<file path="config.mk">
export PLATFORM = sky130hd
export DESIGN_NAME = alu_arbiter
export DESIGN_NICKNAME = d
export VERILOG_FILES = /design/src/rtl/alu_pkg.sv /design/src/rtl/alu_arb_dp.sv /design/src/rtl/alu_arbiter.sv
export SDC_FILE = /design/constraint.sdc
export NUM_CORES = 1
export LEC_CHECK = 0
export ABC_AREA = 1
export CORE_MARGIN = 5
export CORE_UTILIZATION = 53
export DETAILED_ROUTE_END_ITERATION = 10
export PLACE_DENSITY = 0.9
export SKIP_LAST_GASP = 1
export SLEW_MARGIN = 40
export SYNTH_ARGS = -nofsm -noshare
export SYNTH_HDL_FRONTEND = slang
export SYNTH_SLANG_ARGS = --single-unit
</file>
<file path="constraint.sdc">
create_clock -name clock -period 4.4 [get_ports clock]
set_input_delay 0.88 -clock clock [delete_from_list [all_inputs] [get_ports clock]]
set_output_delay 0.88 -clock clock [all_outputs]
set_load 0.01 [all_outputs]
</file>
<file path="src/rtl/alu_pkg.sv">
// Shared ALU arbiter types: ALUSel encodings, FSM states and the default datapath width.
package alu_pkg;

  localparam int unsigned DataWDefault = 32;

  typedef enum logic [3:0] {
    AluOr    = 4'b0000,
    AluAdd1  = 4'b0001,
    AluJalr  = 4'b0010,
    AluAdd3  = 4'b0011,
    AluSub   = 4'b0100,
    AluSltu  = 4'b0110,
    AluSrl   = 4'b0111,
    AluAdd   = 4'b1000,
    AluPassB = 4'b1001,
    AluXor   = 4'b1010,
    AluSra   = 4'b1011,
    AluSlt   = 4'b1100,
    AluSll   = 4'b1110,
    AluAnd   = 4'b1111
  } alu_sel_e;

  typedef enum logic [0:0] {
    StIdle,
    StHold
  } arb_state_e;

endpackage

</file>
<file path="src/rtl/alu_arb_dp.sv">
// Combinational ALU datapath: operand muxing and ALUSel decode for the granted request.
module alu_arb_dp
  import alu_pkg::*;
#(
  parameter int unsigned DATA_W = DataWDefault
) (
  input  logic              asel,
  input  logic              bsel,
  input  logic [3:0]        alusel,
  input  logic [DATA_W-1:0] pc,
  input  logic [DATA_W-1:0] rs1,
  input  logic [DATA_W-1:0] rs2,
  input  logic [DATA_W-1:0] imm,
  output logic [DATA_W-1:0] result
);

  logic [DATA_W-1:0] op_a;
  logic [DATA_W-1:0] op_b;
  logic [DATA_W-1:0] sum;
  logic [4:0]        shamt;

  assign op_a  = asel ? pc : rs1;
  assign op_b  = bsel ? imm : rs2;
  assign sum   = op_a + op_b;
  assign shamt = op_b[4:0];

  always_comb begin
    result = '0;
    case (alu_sel_e'(alusel))
      AluAdd, AluAdd1, AluAdd3: result = sum;
      AluSub:   result = op_a - op_b;
      AluSll:   result = op_a << shamt;
      AluSrl:   result = op_a >> shamt;
      AluSra:   result = $unsigned($signed(op_a) >>> shamt);
      AluSlt:   result = {{(DATA_W-1){1'b0}}, $signed(op_a) < $signed(op_b)};
      AluSltu:  result = {{(DATA_W-1){1'b0}}, op_a < op_b};
      AluAnd:   result = op_a & op_b;
      AluOr:    result = op_a | op_b;
      AluXor:   result = op_a ^ op_b;
      // jalr target: sum with the low bit forced to zero
      AluJalr:  result = {sum[DATA_W-1:1], 1'b0};
      AluPassB: result = op_b;
      default:  result = '0;
    endcase
  end

endmodule

</file>
<file path="src/rtl/alu_arbiter.sv">
// Two-requester arbiter sharing one ALU with a single registered result slot.
// Define ALU_ARBITER_RR_EN for round-robin arbitration; default is fixed priority (req 0 wins).
module alu_arbiter
  import alu_pkg::*;
#(
  parameter int unsigned DATA_W = DataWDefault
) (
  input  logic                clock,
  input  logic                reset_n,
  input  logic [1:0]          req_valid,
  output logic [1:0]          req_ready,
  input  logic [1:0]          req_asel,
  input  logic [1:0]          req_bsel,
  input  logic [7:0]          req_alusel,
  input  logic [2*DATA_W-1:0] req_pc,
  input  logic [2*DATA_W-1:0] req_rs1,
  input  logic [2*DATA_W-1:0] req_rs2,
  input  logic [2*DATA_W-1:0] req_imm,
  output logic [1:0]          rsp_valid,
  input  logic [1:0]          rsp_ready,
  output logic [DATA_W-1:0]   rsp_data
);

  arb_state_e        state_q;
  logic              owner_q;
  logic [DATA_W-1:0] rsp_data_q;
  logic [1:0]        grant;
  logic              gidx;
  logic              accept;
  logic              accept_ok;
  logic              handshake;
  logic [DATA_W-1:0] alu_result;

`ifdef ALU_ARBITER_RR_EN
  logic last_grant_q;
`endif

  assign rsp_valid = (state_q == StHold) ? {owner_q, ~owner_q} : 2'b00;
  assign rsp_data  = rsp_data_q;
  assign handshake = |(rsp_valid & rsp_ready);
  assign accept_ok = (state_q == StIdle) || handshake;

  always_comb begin
    grant = 2'b00;
    // reset_n gates the grant so nothing is offered while reset is held
    if (reset_n && accept_ok) begin
`ifdef ALU_ARBITER_RR_EN
      if (req_valid == 2'b11) grant = last_grant_q ? 2'b01 : 2'b10;
      else                    grant = req_valid;
`else
      if (req_valid[0])      grant = 2'b01;
      else if (req_valid[1]) grant = 2'b10;
`endif
    end
  end

  assign req_ready = grant;
  assign accept    = |grant;
  assign gidx      = grant[1];

  alu_arb_dp #(
    .DATA_W (DATA_W)
  ) u_dp (
    .asel   (req_asel[gidx]),
    .bsel   (req_bsel[gidx]),
    .alusel (gidx ? req_alusel[7:4] : req_alusel[3:0]),
    .pc     (gidx ? req_pc[2*DATA_W-1:DATA_W]  : req_pc[DATA_W-1:0]),
    .rs1    (gidx ? req_rs1[2*DATA_W-1:DATA_W] : req_rs1[DATA_W-1:0]),
    .rs2    (gidx ? req_rs2[2*DATA_W-1:DATA_W] : req_rs2[DATA_W-1:0]),
    .imm    (gidx ? req_imm[2*DATA_W-1:DATA_W] : req_imm[DATA_W-1:0]),
    .result (alu_result)
  );

  always_ff @(posedge clock or negedge reset_n) begin
    if (!reset_n) begin
      state_q    <= StIdle;
      owner_q    <= 1'b0;
      rsp_data_q <= '0;
    end else begin
      case (state_q)
        StIdle: begin
          if (accept) begin
            state_q    <= StHold;
            owner_q    <= gidx;
            rsp_data_q <= alu_result;
          end
        end
        StHold: begin
          if (accept) begin
            owner_q    <= gidx;
            rsp_data_q <= alu_result;
          end else if (handshake) begin
            state_q <= StIdle;
          end
        end
        default: state_q <= StIdle;
      endcase
    end
  end

`ifdef ALU_ARBITER_RR_EN
  always_ff @(posedge clock or negedge reset_n) begin
    if (!reset_n)    last_grant_q <= 1'b1;
    else if (accept) last_grant_q <= gidx;
  end
`endif

endmodule

</file>
==> impl_metrics.ini, run 1 <==
[place]
gp_congestion = 1.355
hpwl_um = 60380
port_buffers = 309
postPlaceCellArea_um2 = 19650
place_inst = 3566

[run_status]
haltStage = global routing (5_1_grt)
error = [ERROR GRT-0116] Global routing finished with congestion. Check the congestion regions in the DRC Viewer.
outcome = aborted with a tool error

[synth]
ys_seq_elements = 34
synth_cells = 2666
yosysSeqAreaShare_pct = 6.216
synth_edf_count = 0
synth_warnings = 0
synthesis.area_um2 = 13690
ys_async_sr_fraction_pct = 100.0
syn-num-nets = 3039
post_synth.cell_area_avg_um2 = 5.134
synth.area.top_cells = nand2_1 (25%), nand3_1 (15%), ha_1 (8.9%), inv_1 (8.4%), dfrtp_1 (6.2%)
synth_cell_types = 50
synth-main-ff-cell = dfrtp_1
yosysTopAreaCellShare_pct = 25.48
synth_largest_area_cell = nand2_1

[global_routing]
grt_pass1_vias = 29635
grt_max_degree = 74
grt.total_usage_pct = 83.71
grt_overflow_total = 903
grt_pass1_wl_um = 189000

[clocking]
clock_sinks = 34
cts_max_level = 2
cts-buffers-inserted = 5
cts-root-buf = clkbuf_16
clockBufferDepth = 2

[die]
fp-row-count = 58
die_h_um = 170.7
initial_core_util_pct = 54.05
die_w_um = 170.7
io_pins = 310
## routing by layer
layer / GRT usage (%) / overflow
met2: 99.52 / 522
met1: 78.42 / 50
met5: 52.01 / 4
met3: 73.17 / 43
met4: 87.29 / 284
## through the flow
step | setup slack [ns] | setup TNS (ns) | util, % | hold WS (ns)
2_1_floorplan | 0.05303 | 0 | - | 0.5155
3_5_place_dp | -0.9029 | -20.90 | 77.59 | 0.4649
3_3_place_gp | -0.8257 | -16.69 | 77.56 | 0.4609
4_1_cts | 0.1325 | 0 | 86.25 | 0.4806
## cells in the mapped netlist (35+ instances only)
| master | number |
|---|---|
| a21oi_1 | 121 |
| buf_2 | 66 |
| clkbuf_1 | 42 |
| ha_1 | 97 |
| inv_1 | 305 |
| nand2_1 | 929 |
| nand3_1 | 408 |
| nand4_1 | 65 |
| nor2_1 | 151 |
| o211ai_1 | 35 |
| o21ai_0 | 141 |
| o21ai_1 | 36 |
## what timing repair did
| item | 4_1_cts |
|---|---|
| setup buffers | 62 |
| cloned | 13 |
| gates resized for setup | 341 |
| hold buffers | 0 |
| setup endpoints to repair | 28 |
| pin swaps | 99 |
## cell families after synthesis
group / Yosys count / synth area share, %
AO/OA/AOI/OAI: 405 / 16.86
XOR/XNOR: 12 / 0.7678
adder cells (fa/ha/maj): 99 / 9.159
buffers and inverters: 464 / 14.30
flip-flops: 34 / 6.216
multiplexers: 20 / 1.463
AND/OR/NAND/NOR: 1632 / 51.24
==> inputs of run 2 (changes only) <==
--- a/config.mk
+++ b/config.mk
@@ -7,9 +7,9 @@
 export LEC_CHECK = 0
 export ABC_AREA = 1
 export CORE_MARGIN = 5
-export CORE_UTILIZATION = 53
+export CORE_UTILIZATION = 40
 export DETAILED_ROUTE_END_ITERATION = 10
-export PLACE_DENSITY = 0.9
+export PLACE_DENSITY_LB_ADDON = 0.15
 export SKIP_LAST_GASP = 1
 export SLEW_MARGIN = 40
 export SYNTH_ARGS = -nofsm -noshare
==> impl_metrics.ini, run 2 <==
[place]
port_buffers = 309
hpwl_um = 67780
pre_cts_ws_ns = -0.9931
postPlaceCellArea_um2 = 20500
gp_congestion = 1.141

[synth]
synth.area.top_cells = nand2_1 (25%), nand3_1 (15%), ha_1 (8.9%), inv_1 (8.4%), dfrtp_1 (6.2%)
synth_cells = 2666
synth_edf_count = 0
post_synth.cell_area_avg_um2 = 5.134
syn-num-nets = 3039
synth_fa_ha_area_share_pct = 9.159
synthTopCellsByCount = nand2_1 (929), nand3_1 (408), inv_1 (305)
synth_top_family_by_area = simple AND/OR/NAND/NOR gates
ys_seq_elements = 34
ys_async_sr_fraction_pct = 100.0
synthSimpleGateAreaFrac_pct = 51.24
synth_compound_area_share_pct = 16.86
synthXorXnorAreaFrac_pct = 0.7678
synth.area.mux_share_pct = 1.463
synth_largest_area_cell = nand2_1
yosysTopAreaCellShare_pct = 25.48
synth-main-ff-cell = dfrtp_1
synthesis.area_um2 = 13690
synth_warnings = 0
yosysSeqAreaShare_pct = 6.216
yosys.cell_count.top_type = nand2_1
synth_cell_types = 50

[sta]
fin_crit_ns = 4.431
max_freq_mhz = 225.7
fin_ws_ns = -0.03079
final.period_utilization_pct = 100.7
setup_violations = 3
setup-tns-final_ns = -0.07136
hold_viol_final = 0
slew_violations = 0
worstMarginPinSlew_ns = 0.8487
rsz0062_at_grt = yes
skew_ns = 0.01730
slew_headroom_pct = 43.42

[worst_setup_path]
path_class = input port to flop
end_kind = flop
r2r-end = rsp_data[24]$_DFFE_PN0P_
critPathMaxFanout = 8
r2r-start = state_q$_DFF_PN0_
reg2reg_depth = 24
worstSetupStartpointType = input port
reg2reg_slack_ns = 0.07
startpoint = req_valid[1]
cp.required_ns = 4.61
worst_ep_arrival_time_ns = 4.64
cp-endpoint = rsp_data[24]$_DFFE_PN0P_

[clocking]
clockBufferDepth = 2
cts-buffers-inserted = 5
cts-root-buf = clkbuf_16
insertion_delay_ns = 0.31
clock_sinks = 34
cts_max_level = 2
tritoncts = yes
clk_pin_slew_worst_paths_ns = 0.09
cts_hold_buf = 0

[die]
core-area_um2 = 33700
fp-row-count = 67
die_h_um = 195.0
die-area_um2 = 38020
io_pins = 310
initial_core_util_pct = 40.62
die_w_um = 195.0

[route]
firstDrtPassIters = 8
route.detailed.drc = 0
avgRoutedWirePerCell_um = 22.51
num_vias = 22630
drt.antenna.violating_nets = 0
drtIter0Drc = 3061
wl_um = 86380
viasPerCell = 5.896

[global_routing]
met2_usage_pct = 61.87
grt_pass1_wl_um = 124300
grt_max_degree = 74
met1_usage_pct = 52.79
antenna_found_initial = 4
grt.total_usage_pct = 41.85
grt_pass1_vias = 20988
grt_use_met3_pct = 12.72
top_usage_layer = met2
grt_overflow_total = 0

[job]
cap_viol_max_count = 0

[pwr]
total_power_uw = 9264
ir_worst_vdd_uv = 206.9
power.density_nw_per_um2 = 406.2
p_leak_uw = 0.01170

[final_layout]
layout_common_cells = nand2_1 (883), buf_4 (498), nand3_1 (395)
layout.cells.most_common = nand2_1
syn_to_final_growth_pct = 66.61
num-nets-final = 3759
fin_area_um2 = 22810
drive_above_1_share_pct = 25.83
largest_reg_flops = 32
final_util_pct = 67.67

[hold_path]
holdCritStartpoint = rsp_data[18]$_DFFE_PN0P_
min_path_type = flop to flop
min_path_cells = 2

[run_status]
violations = negative setup slack
outcome = finished, violations left
run 2: cell counts after synthesis:
Identical to the previous run, type by type.
run 2: report_power, final:
| part | internal, µW | leakage [µW] | switching (µW) |
|---|---|---|---|
| clock | 327 | 0.0000940 | 189 |
| sequential | 460 | 0.000436 | 120 |
| combinational | 3490 | 0.0112 | 4680 |
run 2: kinds of logic (layout without fill, tap and decap cells):
family | Yosys count | after routing
AOI/OAI and AO/OA | 405 | 405
xor gates and xnor gates | 12 | 12
adders and majority gates | 99 | 99
buffers and inverters | 464 | 1185
DFF | 34 | 34
muxes | 20 | 20
other | 0 | 3
and+or+nand+nor | 1632 | 1632
run 2: cell type report:
class | instances | area [µm²]
antenna | 3 | 7.507
timing repair buffer | 860 | 7761
clock inverter | 3 | 68.82
inverter | 317 | 1207
clock buffer | 5 | 125.1
sequential | 34 | 850.8
fill | 3046 | 10890
tap | 448 | 560.5
multi-input combinational | 2168 | 12220
run 2: worst min path at each step:
stage,to
3_3_place_gp,rsp_data[12]$_DFFE_PN0P_
2_1_floorplan,rsp_data[10]$_DFFE_PN0P_
4_1_cts,rsp_data[10]$_DFFE_PN0P_
5_1_grt,rsp_data[10]$_DFFE_PN0P_
3_5_place_dp,rsp_data[10]$_DFFE_PN0P_
6_report,rsp_data[18]$_DFFE_PN0P_
run 2: what timing repair did:
| item | CTS | global route |
|---|---|---|
| resized for setup | 227 | 207 |
| setup buffers | 32 | 24 |
| gates cloned | 5 | 3 |
| endpoints found under the setup margin | 28 | 28 |
| pin swaps | 52 | 61 |
run 2: per-layer routing:
| metal | wire [µm] | vias up |
|---|---|---|
| met5 | 27 | - |
| met3 | 11700 | 446 |
| met4 | 7576 | 4 |
| met2 | 35100 | 1814 |
| li1 | - | 10196 |
| met1 | 31980 | 10170 |
run 2: through the flow:
stage	hold slack, ns	instances
final	0.4773	3838
after global routing	0.5035	3835
after CTS	0.4811	3808
after detailed placement	0.4637	3763
after global placement	0.4617	3763
after floorplan	0.5155	2666
run 2: worst max-delay path: stages:
cell and delay (ns):
dlygate4sd2_1 0.24, inv_2 0.07, nor2_4 0.05, nand4_4 0.17
buf_12 0.18, clkinv_8 0.09, buf_12 0.15, buf_6 0.12
buf_4 0.12, o211ai_1 0.21, o21ai_2 0.15, ha_4 0.30
a21o_1 0.19, a21oi_2 0.15, buf_4 0.16, nor2_2 0.05
o21ai_2 0.21, nand4_1 0.22, buf_4 0.20, buf_4 0.12
nand3_2 0.08, nand4_1 0.20, nor2_1 0.17, nand2_1 0.06
nand2_1 0.05, nand2_1 0.05
No activity file was read; power rests on OpenSTA's default activity.
